File: config.mk
export PLATFORM = sky130hd
export DESIGN_NAME = matmul_engine
export DESIGN_NICKNAME = d
export VERILOG_FILES = /design/src/rtl/matmul_pkg.sv /design/src/rtl/mac_unit.sv /design/src/rtl/matmul_engine.sv
export SDC_FILE = /design/constraint.sdc
export NUM_CORES = 1
export LEC_CHECK = 0
export CAP_MARGIN = 15
export CORE_ASPECT_RATIO = 0.7
export CORE_MARGIN = 2
export CORE_UTILIZATION = 39
export DETAILED_ROUTE_END_ITERATION = 10
export GPL_TIMING_DRIVEN = 0
export PLACE_DENSITY_LB_ADDON = 0.1
export SLEW_MARGIN = 30
export SYNTH_ARGS = -nofsm -noshare
export SYNTH_HDL_FRONTEND = slang
export SYNTH_SLANG_ARGS = --single-unit
File: constraint.sdc
create_clock -name clk -period 8.5 [get_ports clk]
set_input_delay 1.7 -clock clk [delete_from_list [all_inputs] [get_ports clk]]
set_output_delay 1.7 -clock clk [all_outputs]
set_load 0.05 [all_outputs]
File: src/rtl/matmul_pkg.sv
// Shared types and helpers for the matrix-multiply engine.
// Holds the FSM state type, accumulator width rule and result reduction.
package matmul_pkg;

  typedef enum logic [1:0] {
    IDLE,
    MAC,
    FLUSH,
    OUT
  } state_t;

  // Accumulator width: product width plus growth for K terms.
  function automatic int acc_w(input int dw, input int k);
    return 2 * dw + $clog2(k);
  endfunction

  // Clamp to the ow-bit signed range when sat is set; otherwise pass
  // through so the caller's truncation wraps in two's complement.
  function automatic logic signed [63:0] fit(
    input logic signed [63:0] v,
    input int                 ow,
    input bit                 sat
  );
    longint mx;
    longint mn;
    mx = (longint'(1) <<< (ow - 1)) - 1;
    mn = -mx - 1;
    if (sat && v > mx) return mx;
    if (sat && v < mn) return mn;
    return v;
  endfunction

endpackage

File: src/rtl/mac_unit.sv
// Two-stage signed multiply-accumulate: registered product, then accumulate.
// Ports: clk, reset (sync, active-low), clr, en, a, b in; acc out.
module mac_unit
  import matmul_pkg::*;
#(
  parameter int DW    = 8,
  parameter int K     = 4,
  parameter int ACC_W = acc_w(DW, K)
) (
  input  logic                    clk,
  input  logic                    reset,
  input  logic                    clr,
  input  logic                    en,
  input  logic signed [DW-1:0]    a,
  input  logic signed [DW-1:0]    b,
  output logic signed [ACC_W-1:0] acc
);

  localparam int PW = 2 * DW;

  logic signed [PW-1:0] prod;
  logic                 pv;

  always_ff @(posedge clk) begin
    if (!reset) begin
      prod <= '0;
      pv   <= 1'b0;
      acc  <= '0;
    end else begin
      prod <= PW'(a) * PW'(b);
      pv   <= en;
      if (clr) acc <= '0;
      else if (pv) acc <= acc + ACC_W'(prod);
    end
  end

endmodule

File: src/rtl/matmul_engine.sv
// Computes C = A x B from internal operand stores, streaming C row-major.
// Ports: clk, reset, wr_* store writes, start, busy, done, c_* stream.
// Option MATMUL_ENGINE_SAT_EN: clamp results instead of wrapping.
module matmul_engine
  import matmul_pkg::*;
#(
  parameter  int M     = 4,
  parameter  int K     = 4,
  parameter  int N     = 4,
  parameter  int DW    = 8,
  parameter  int OUT_W = 16,
  localparam int MX    = (M * K > K * N) ? M * K : K * N,
  localparam int AW    = (MX > 1) ? $clog2(MX) : 1
) (
  input  logic             clk,
  input  logic             reset,
  input  logic             wr_en,
  input  logic             wr_sel,
  input  logic [AW-1:0]    wr_addr,
  input  logic [DW-1:0]    wr_data,
  input  logic             start,
  output logic             busy,
  output logic             done,
  output logic             c_valid,
  input  logic             c_ready,
  output logic [OUT_W-1:0] c_data,
  output logic             c_last
);

`ifdef MATMUL_ENGINE_SAT_EN
  localparam bit SAT = 1'b1;
`else
  localparam bit SAT = 1'b0;
`endif

  localparam int ACC_W = acc_w(DW, K);
  localparam int AIW   = (M * K > 1) ? $clog2(M * K) : 1;
  localparam int BIW   = (K * N > 1) ? $clog2(K * N) : 1;
  localparam int IW    = (M > 1) ? $clog2(M) : 1;
  localparam int JW    = (N > 1) ? $clog2(N) : 1;
  localparam int KW    = (K > 1) ? $clog2(K) : 1;

  localparam logic [IW-1:0] I_LAST = IW'(M - 1);
  localparam logic [JW-1:0] J_LAST = JW'(N - 1);
  localparam logic [KW-1:0] K_LAST = KW'(K - 1);

  logic signed [DW-1:0] a_mem [0:M*K-1];
  logic signed [DW-1:0] b_mem [0:K*N-1];

  state_t             state;
  logic [IW-1:0]      i;
  logic [JW-1:0]      j;
  logic [KW-1:0]      k;
  logic               fl;
  logic [AIW-1:0]     a_idx;
  logic [BIW-1:0]     b_idx;
  logic               clr;
  logic               en;
  logic signed [ACC_W-1:0] acc;

  // Stores are deliberately not reset.
  always_ff @(posedge clk) begin
    if (reset && wr_en && !busy) begin
      if (!wr_sel && int'(wr_addr) < M * K)
        a_mem[wr_addr[AIW-1:0]] <= wr_data;
      if (wr_sel && int'(wr_addr) < K * N)
        b_mem[wr_addr[BIW-1:0]] <= wr_data;
    end
  end

  always_comb begin
    a_idx = AIW'(int'(i) * K + int'(k));
    b_idx = BIW'(int'(k) * N + int'(j));
    en    = (state == MAC);
    // Clear on a new run and on each element handshake.
    clr   = (state == IDLE && start) || (state == OUT && c_ready);
  end

  mac_unit #(
    .DW   (DW),
    .K    (K),
    .ACC_W(ACC_W)
  ) u_mac (
    .clk  (clk),
    .reset(reset),
    .clr  (clr),
    .en   (en),
    .a    (a_mem[a_idx]),
    .b    (b_mem[b_idx]),
    .acc  (acc)
  );

  always_ff @(posedge clk) begin
    if (!reset) begin
      state   <= IDLE;
      busy    <= 1'b0;
      done    <= 1'b0;
      c_valid <= 1'b0;
      c_last  <= 1'b0;
      c_data  <= '0;
      i       <= '0;
      j       <= '0;
      k       <= '0;
      fl      <= 1'b0;
    end else begin
      done <= 1'b0;
      unique case (state)
        IDLE: begin
          if (start) begin
            state <= MAC;
            busy  <= 1'b1;
            i     <= '0;
            j     <= '0;
            k     <= '0;
          end
        end
        MAC: begin
          if (k == K_LAST) begin
            k     <= '0;
            fl    <= 1'b0;
            state <= FLUSH;
          end else begin
            k <= k + 1'b1;
          end
        end
        // Two cycles drain the product register into the accumulator.
        FLUSH: begin
          if (fl) begin
            state   <= OUT;
            c_valid <= 1'b1;
            c_data  <= OUT_W'(fit(64'(acc), OUT_W, SAT));
            c_last  <= (i == I_LAST) && (j == J_LAST);
          end else begin
            fl <= 1'b1;
          end
        end
        OUT: begin
          if (c_ready) begin
            c_valid <= 1'b0;
            c_last  <= 1'b0;
            if (c_last) begin
              state <= IDLE;
              busy  <= 1'b0;
              done  <= 1'b1;
              i     <= '0;
              j     <= '0;
            end else begin
              state <= MAC;
              if (j == J_LAST) begin
                j <= '0;
                i <= i + 1'b1;
              end else begin
                j <= j + 1'b1;
              end
            end
          end
        end
      endcase
    end
  end

endmodule

* Word level (Yosys, flattened, before mapping)
Memories as Yosys holds them, arrays and structs flattened.
Cells that the tools add are included.
** Word-level totals
- Flip-flop bits (word level) :: 64
- Latch bits :: 0
- RAM bits :: 256
- Bits in read-only memories :: 0
- Bits of input ports :: 18
- Word-level logic and storage cells :: 92
- Memories :: 2
** Operators by class
- Add/sub/neg operators :: 6
- $mul :: 1
- Div/mod/pow operators :: 0
- Magnitude comparators :: 0
- Eq/ne operators :: 12
- Shifts and indexed selects :: 0
- Multiplexer cells :: 35
- Bitwise gates (word level) :: 1
- Reductions and logical operators :: 22
** Memories
- a_mem :: depth 16, bits a word 8, read ports 1, clocked after Yosys merged registers in 0, wr ports 1, line matmul_engine.sv:47 : logic signed [DW-1:0] a_mem [0:M*K-1];
- b_mem :: depth 16, bits a word 8, read ports 1, clocked after Yosys merged registers in 0, wr ports 1, line matmul_engine.sv:48 : logic signed [DW-1:0] b_mem [0:K*N-1];
** Operators with widths (count)
- $mux W2 :: 12
- $add A18 B16 Y18 :: 1
- $mul A8 B8 Y16 :: 1
- $mux W1 :: 15
- $pmux W2 S2 :: 3
- $reduce_and A4 Y1 :: 3
- $eq A2 B2 Y1 const B :: 5
- $ne A2 B2 Y1 const B :: 5
- $reduce_and A3 Y1 :: 3
- $add A4 B2 Y4 :: 2
- $pmux W1 S2 :: 4
- $pmux W2 S4 :: 1
- $reduce_bool A2 Y1 :: 4
- $add A2 B1 Y2 const B :: 3
- $reduce_and A2 Y1 :: 3
- $logic_and A1 B1 Y1 :: 5
- $ne A3 B2 Y1 const B :: 1
- $eq A2 B1 Y1 const B :: 1
- $logic_not A2 Y1 :: 1
- $reduce_or A2 Y1 :: 1
- $logic_not A1 Y1 :: 1
- $logic_or A1 B1 Y1 :: 1
- $not A1 Y1 :: 1

* Logic depth before layout (Yosys ltp)
Gate-level depths: netlist (run 1).
- Depth in word-level cells :: 5
- Mapped depth :: 22

* By module
From an unflattened synthesis (run 1), not the netlist that was laid out.
** Second synthesis, totals
- Cell total of the unflattened synthesis :: 1103
- Area total of the unflattened synthesis :: 15670.0 um^2
** By module, submodules not included
- matmul_engine :: times used 1, cells an instance 603, area an instance 11202.0 um^2, seq. area each 8267.9 um^2
- mac_unit :: times used 1, cells an instance 500, area an instance 4468.0 um^2, seq. area each 700.7 um^2

* Least setup slack after synthesis (run 1)
Ideal clock, no wire load.
- Path type :: register to register
- From :: register k[1]
- To :: register u_mac.prod[15]
- Arrival :: 5379 ps
- Required time :: 8384 ps
- Setup slack :: 3006 ps
- Cell stages (with the launch flop) :: 19
- Buffers on the path :: 3
- Clock period less this slack :: 5494 ps
- Cell sequence :: dfxtp_1 -> buf_2 -> buf_4 -> buf_2 -> mux4_2 -> mux4_2 -> and2_1 -> fa_1 -> fa_1 -> fa_1 -> inv_1 -> fa_1 -> inv_1 -> ha_1 -> a2111o_1 -> o21ai_0 -> a21oi_1 -> nor3_1 -> and3b_1
** Between the ends
- Cells in the longest elaborated chain, start to end :: 3
- Elaborated cells between the ends (all ways) :: 5
** RTL lines
- from (decl) :: line matmul_engine.sv:53 : logic [KW-1:0] k;
- from (signal assigned) :: line matmul_engine.sv:123 : k <= k + 1'b1;
- $add A4 B2 Y4 (on tied branches) :: line matmul_engine.sv:72, matmul_engine.sv:73
- $mem_v2 Z16 W8 (on tied branches)
- $mul A8 B8 Y16 * :: line mac_unit.sv:30 : prod <= PW'(a) * PW'(b);
- to (signal assigned) :: line mac_unit.sv:30
- to (decl) :: line mac_unit.sv:21 : logic signed [PW-1:0] prod;
Mark *: on every way between the ends. The rest lies on a longest branch, timed or not.
A chain may end at the register's enable or synchronous reset.

* Worst setup path in the final report (run 1)
- From :: register j[1]
- To :: register u_mac.prod[12]
** Between the ends
- Cells in the longest elaborated chain, start to end :: 3
** RTL lines
- from (decl) :: line matmul_engine.sv:52 : logic [JW-1:0] j;
- from (signal assigned) :: line matmul_engine.sv:153 : j <= j + 1'b1;
- $add A4 B2 Y4 :: line matmul_engine.sv:73 : b_idx = BIW'(int'(k) * N + int'(j));
- $mem_v2 Z16 W8
- $mul A8 B8 Y16 :: line mac_unit.sv:30
No other way between the ends.

==> key figures, run 1 <==
Timing
  • Setup TNS: 0 ns
  • Period Utilization, post-route: 76.6%
  • # setup viols final: 0
  • RSZ-0062 raised after global routing: false
  • Final Hold Fails: 0
  • Worst Clk Skew: 0.0192 ns
  • Slew HR: 37.3%
  • Tmin final: 6.51 ns
  • Count of final max-slew check failures: 0
  • Timing-limited maximum frequency: 154 MHz
  • Worst-margin pin slew: 0.937 ns

Pwr
  • Internal Power: 3760 uW
  • Comb pwr share: 46.5%
  • Switching Share: 36.9%
  • PwrDens: 341 nW/um^2
  • Pwr Total: 5950 uW
  • Reg power frac: 30.2%
  • Leak: 0.00605 uW
  • Psw: 2190 uW
  • VDD IR-drop max: 0.000304 V
  • Clk pwr share: 23.4%

Logic synthesis
  • Synth cell types: 57
  • Area contributors post-synth: edfxtp_1 (50%), mux4_2 (11%), dfxtp_1 (8.1%), fa_1 (7.3%), ha_1 (4.2%)
  • XOR/XNOR Fraction of Synth Area: 0.970%
  • Yosys top cell area share: 50.1%
  • Simple-Gate Fraction of Synth Area: 8.51%
  • EDFF count, synth: 256
  • Post-synth net total: 1160
  • Yosys reg bits: 318
  • Compound-gate portion of the synthesized area: 4.88%
  • Largest family of logic cells by synthesized area: multiplexers
  • Largest area contributor in the synthesized netlist: edfxtp_1
  • Main synth FF type: edfxtp_1
  • Avg Inst Size Synth: 14.8 sq um
  • Share of flip-flops with an asynchronous set or reset: 0%
  • Post-synthesis instance area: 15300 sq um
  • Mapped Cells: 1035
  • Post-synthesis mux area share: 12.5%
  • Sequential area share after synthesis: 58.2%
  • Synth warnings: 0
  • Post-Synth Adder-Cell Area: 11.5%

Clock tree
  • CTS Buf Count: 34
  • Worst skew pair latency: 0.53 ns
  • Hold buffers post-CTS: 0
  • H-tree Lvls: 2
  • Post-CTS Resized: 0
  • CTS tree: built
  • Clk sink count: 318
  • CTS max path bufs: 3
  • Setup Buffers After CTS: 0
  • Clock slew at reported path FFs: 0.06 ns
  • CTS Root Buffer Type: clkbuf_16

Routing
  • Post-route DRC: 0
  • First DRT Iteration DRCs: 617
  • Top Layer Used: met4
  • DRT Pass-1 Iters: 5
  • Vias per inst: 5.17
  • Drt total wl: 35300 um
  • Vias: 8601
  • Met2 Wirelength: 14600 um
  • M1 WL: 18500 um
  • Antenna viol nets, final: 0
  • DR WL/cell: 21.2 um
  • WL met3: 1740 um

Worst setup path
  • RR Endpoint: u_mac.prod[12]
  • WS Path Type: flop to flop
  • CP required: 8.91 ns
  • CP max-delay cell: mux4_2
  • CP cell instances: clkbuf_1 -> clkbuf_1 -> mux4_2 -> mux4_2 -> and2_1 -> fa_1 -> fa_1 -> inv_1 -> fa_1 -> fa_1 -> inv_1 -> ha_1 -> nor2b_1 -> o31ai_1 -> a21oi_1 -> o21a_1 -> or3_1 -> and3_1
  • Critical Path Max Stage Delay: 0.61 ns
  • Critical path arrival: 6.92 ns
  • CP most frequent cell: fa_1
  • Worst R2R Path Depth: 18
  • RR Startpoint: j[1]
  • Cell depth of the worst setup path: 18
  • CP bufs+invs: 4
  • Flop2flop setup slack: 1.99 ns
  • Largest delay contributor family on the critical path: adder cells
  • Startpoint Class: flop
  • Worst setup EP type: flop
  • Worst Setup SP: j[1]
  • CP max FO: 10

Floorplan
  • Die Footprint: 41000 sq um
  • Initial Util: 39.8%
  • Die width: 241 um
  • Die height: 170 um
  • Num rows: 60
  • Total core area: 38600 sq um
  • I/O pin count: 38

Hold path
  • Hold crit path type: flop to flop
  • Hold path endpoint: c_data[6]
  • Hold_sp: c_data[6]
  • Hold path depth: 2

Global route
  • Largest net degree at the start of global routing: 33
  • Total grt overflow: 0
  • Overall routing resource usage: 18.1%
  • Vias in the first global route: 8481
  • Antenna violations before repair: 1
  • First-pass GRT wire length: 54600 um

Placed design
  • Final Wtd Congestion: 0.763
  • PortBufs: 35
  • Detailed placement HPWL: 25000 um

Layout
  • Most frequent cells in the layout: edfxtp_1 (256), inv_1 (86), nand2_1 (80)
  • Ratio of cells with drive above 1 in the final layout: 15.5%
  • Diode count: 0
  • Fillers: 3459
  • P&R area growth vs syn: 13.7%
  • Most common cell after layout, fill and taps aside: edfxtp_1
  • Fin nets: 1237

Run status
  • Status: completed

Flow run
  • Max Cap Viol: 0
through the flow:
step	hold WS [ns]	area [sq um]	cells	util [%]	setup WS [ns]
floorplan	0.443	15300	1035	-	3.01
global route	0.499	17400	1664	45.2	1.63
finish	0.461	17400	1664	45.2	1.99
CTS	0.468	17400	1664	45.2	1.94
detailed placement	0.460	16400	1603	42.5	1.96
global placement	0.454	16400	1597	42.4	1.98
routing by layer:
| layer | global-route usage [%] | up-vias |
|---|---|---|
| li1 | - | 3954 |
| met5 | 0 | - |
| met4 | 3.38 | 0 |
| met1 | 29.5 | 4405 |
| met2 | 25.6 | 203 |
| met3 | 2.64 | 39 |
logic make-up (layout without fill, tap and decap cells):
kind of cell / after synthesis / count (layout)
flip-flops: 318 / 318
AND/OR/NAND/NOR: 265 / 265
buffers and inverters: 123 / 225
AO/OA/AOI/OAI: 114 / 114
adder cells (fa/ha/maj): 107 / 107
multiplexers: 91 / 91
XOR/XNOR: 17 / 17
worst max path at each step:
stage | end | slack (ns)
3_5_place_dp | u_mac.prod[12] | 1.96
4_1_cts | u_mac.prod[12] | 1.94
3_3_place_gp | u_mac.prod[12] | 1.98
2_1_floorplan | u_mac.prod[15] | 3.01
5_1_grt | u_mac.prod[12] | 1.63
6_report | u_mac.prod[12] | 1.99
registers in the layout, summed over array words and instances (netlist names):
name / cells
fl: 1
i: 2
state: 2
c_valid: 1
u_mac.prod: 16
k: 2
c_data: 16
j: 2
a_mem: 128
busy: 1
u_mac.acc: 16
u_mac.pv: 1
done: 1
b_mem: 128
c_last: 1
synthesized netlist by cell type (2+ instances only):
cell type / count
inv_2: 2
o211ai_1: 4
o21ai_0: 28
o21bai_1: 2
a21o_1: 4
mux2i_1: 10
and3_1: 6
a22oi_1: 3
a21oi_1: 21
nor3_1: 17
and2_4: 3
buf_6: 7
clkbuf_1: 20
dfxtp_1: 62
or4_1: 2
inv_1: 86
nand2_1: 80
and2_1: 53
edfxtp_1: 256
mux4_2: 76
xnor2_1: 14
nor2b_1: 13
a32oi_1: 3
a211oi_1: 6
fa_1: 56
o21a_1: 9
mux2_2: 2
nand3_1: 6
ha_1: 51
o31ai_1: 3
nand2b_1: 11
or3_1: 4
a21boi_0: 18
xor2_1: 3
nor2_1: 59
buf_2: 4
o22ai_1: 3
mux4_1: 3
or2_1: 2
and3b_1: 2
nor3b_1: 4
nand3b_1: 2
layout make-up:
class / instances / area [sq um] / share of cell area, %
clock buffers: 45 / 923 / 5.29
plain buffers: 34 / 205 / 1.18
well taps: 527 / 659 / 3.78
multi-input cells: 594 / 5940 / 34.0
clock inverters: 16 / 101 / 0.581
repair buffers: 41 / 359 / 2.06
flip-flops and latches: 318 / 8930 / 51.2
inverters: 89 / 334 / 1.91
power groups by stage:
stage,sequential (uW),clock (uW),combinational [uW]
after floorplan,1820,0,2190
after global placement,1830,0,2760
after detailed placement,1830,0,2770
after CTS,1790,1430,2790
after global routing,1800,1490,3250
final,1790,1390,2760
tightest hold or removal path, stage by stage (launching register included):
cell and delay [ns]:
dfxtp_1 0.30, nand2_1 0.04, a21boi_0 0.06
(Power assumes the default switching activity.)
==> run 2: changes to the inputs <==
clock period = 5.7 ns   (was 8.5 ns; I/O delays follow)
==> key figures, run 2 (synthesis results as in run 1) <==
Run status
  • Status: completed

Placed design
  • PortBufs: 35 (unchanged)
  • Final Wtd Congestion: 0.763 (unchanged)
  • Detailed placement HPWL: 25000 um (unchanged)
  • Placed insts: 1603 (unchanged)
  • Post-DP Area: 16400 sq um (unchanged)

Global route
  • Antenna violations before repair: 1 (unchanged)
  • First-pass GRT wire length: 55300 um (+1.3%)
  • Total grt overflow: 0 (unchanged)
  • Overall routing resource usage: 18.4% (+0.28 points)
  • Vias in the first global route: 8608 (+1.5%)
  • Largest net degree at the start of global routing: 33 (unchanged)

Pwr
  • Leak: 0.00635 uW (+5.1%)
  • Internal Power: 6190 uW (+65%)
  • Clk pwr share: 21.2% (-2.2 points)
  • Pwr Total: 9800 uW (+65%)
  • PwrDens: 539 nW/um^2 (+58%)
  • Reg power frac: 27.3% (-2.9 points)
  • Psw: 3600 uW (+64%)
  • VDD IR-drop max: 0.000557 V (+83%)
  • Comb pwr share: 51.5% (+5.0 points)
  • Switching Share: 36.8% (-0.062 points)

Routing
  • Post-route DRC: 0 (unchanged)
  • Drt total wl: 36400 um (+3.2%)
  • Antenna viol nets, final: 0 (unchanged)
  • First DRT Iteration DRCs: 672 (+8.9%)
  • DR WL/cell: 21.2 um (about the same)
  • DRT Pass-1 Iters: 5 (unchanged)
  • Vias: 8814 (+2.5%)
  • Vias per inst: 5.14 (-0.63%)

Worst setup path
  • CP required: 6.11 ns (-2.80 ns)
  • RR Startpoint: k[0]
  • RR Endpoint: u_mac.prod[12]
  • WS Path Type: flop to flop
  • Worst Setup SP: k[0]
  • Worst setup EP type: flop
  • Startpoint Class: flop
  • CP max FO: 8 (-2)
  • Worst R2R Path Depth: 21 (+3)
  • Flop2flop setup slack: 0.08 ns (-1.91 ns)
  • Critical path arrival: 6.03 ns (-0.89 ns)

Floorplan
  • Total core area: 38600 sq um (unchanged)
  • Num rows: 60 (unchanged)
  • Die width: 241 um (unchanged)
  • Initial Util: 39.8% (unchanged)
  • Die Footprint: 41000 sq um (unchanged)
  • I/O pin count: 38 (unchanged)
  • Die height: 170 um (unchanged)

Clock tree
  • H-tree Lvls: 2 (unchanged)
  • Clock slew at reported path FFs: 0.06 ns (about the same)
  • Worst skew pair latency: 0.53 ns (about the same)
  • Clk sink count: 318 (unchanged)
  • CTS Buf Count: 34 (unchanged)
  • CTS Root Buffer Type: clkbuf_16
  • CTS tree: built
  • CTS max path bufs: 3 (unchanged)

Hold path
  • Hold_sp: c_data[6]
  • Hold path depth: 2 (unchanged)
  • Hold path endpoint: c_data[6]
  • Hold crit path type: flop to flop

Timing
  • Slew HR: 36.8% (-0.52 points)
  • Count of final max-slew check failures: 0 (unchanged)
  • Final Hold Fails: 0 (unchanged)
  • Period Utilization, post-route: 98.6% (+22 points)
  • Worst Clk Skew: 0.0190 ns (-0.000221 ns)
  • # setup viols final: 0 (unchanged)
  • Tmin final: 5.62 ns (-0.889 ns)
  • Worst-margin pin slew: 0.944 ns (+0.00775 ns)
  • Timing-limited maximum frequency: 178 MHz (+16%)
  • RSZ-0062 raised after global routing: true

Flow run
  • Max Cap Viol: 0 (unchanged)

Layout
  • Layout Cells excl Fill: 1716 (+3.1%)
  • P&R area growth vs syn: 18.6%
  • Most common cell after layout, fill and taps aside: edfxtp_1
  • Most frequent cells in the layout: edfxtp_1 (256), nand2_1 (79), mux4_2 (78)
  • Post-route cell area: 18200 sq um (+4.3%)
  • Fin nets: 1286 (+4.0%)
  • Ratio of cells with drive above 1 in the final layout: 23.1% (+7.6 points)
run 2: cell types whose count changed in the layout (fill, tap and decap cells not counted), sizes merged:
cell and change:
clkdlybuf4s15 +2, diode +3, buf +48, clkbuf -1
run 2: per-layer routing:
layer  part of all wire (%)  GRT usage [%]  up-vias
li1                       -              -     4054
met1                     52           29.8     4524
met2                     42           26.1      195
met3                    4.7           2.76       41
met4                    1.3           3.38        0
met5                      0              0        -
run 2: through the flow:
stage	hold slack, ns	utilization [%]	setup TNS, ns	worst slack (ns)
floorplan	0.443	-	0	0.206
global placement	0.454	42.4	-4.12	-0.816
detailed placement	0.460	42.5	-4.26	-0.844
CTS	0.468	46.3	0	0.0147
global route	0.499	47.1	-0.226	-0.107
finish	0.461	47.1	0	0.0802
run 2: what timing repair did:
item,in CTS,in global routing
buffers inserted,23,25
hold buffers,0,0
endpoints found under the setup margin,9,5
gates resized for setup,55,49
pin swaps,7,34
gates cloned,1,0
run 2: critical path, stage by stage, from the launching register on:
cell and delay (ns):
dfxtp_2 0.36, buf_12 0.14, buf_12 0.12, buf_6 0.10, buf_4 0.10, mux4_2 0.47, mux4_2 0.62, or2_1 0.27
fa_1 0.46, fa_1 0.49, inv_1 0.05, fa_1 0.47, inv_1 0.05, fa_1 0.49, inv_2 0.05, ha_4 0.22
o21a_1 0.20, o31ai_4 0.08, a21oi_2 0.13, o21a_1 0.19, or3_1 0.29, and3_1 0.17
run 2: layout make-up:
| class | instances | area [sq um] |
|---|---|---|
| fill | 3425 | 20400 |
| sequential | 318 | 8930 |
| multi-input combinational | 594 | 6090 |
| clock buffer | 45 | 923 |
| timing repair buffer | 90 | 807 |
| tap | 527 | 659 |
| inverter | 89 | 337 |
| buffer | 34 | 330 |
| clock inverter | 16 | 101 |
| antenna | 3 | 7.51 |
run 2: power groups by stage:
stage               clock, uW  sequential (uW)  combinational [uW]
finish                   2080             2680                5040
global route             2220             2680                5800
global placement            0             2730                4120
detailed placement          0             2720                4130
CTS                      2130             2680                4650
floorplan                   0             2710                3260
run 2: worst max-delay path by stage:
| stage | to | slack [ns] | depth (start not counted) |
|---|---|---|---|
| floorplan | u_mac.prod[15] | 0.21 | 18 |
| global placement | u_mac.prod[12] | -0.82 | 18 |
| detailed placement | u_mac.prod[12] | -0.84 | 18 |
| CTS | u_mac.prod[12] | 0.01 | 19 |
| global route | u_mac.prod[12] | -0.11 | 21 |
| finish | u_mac.prod[12] | 0.08 | 21 |
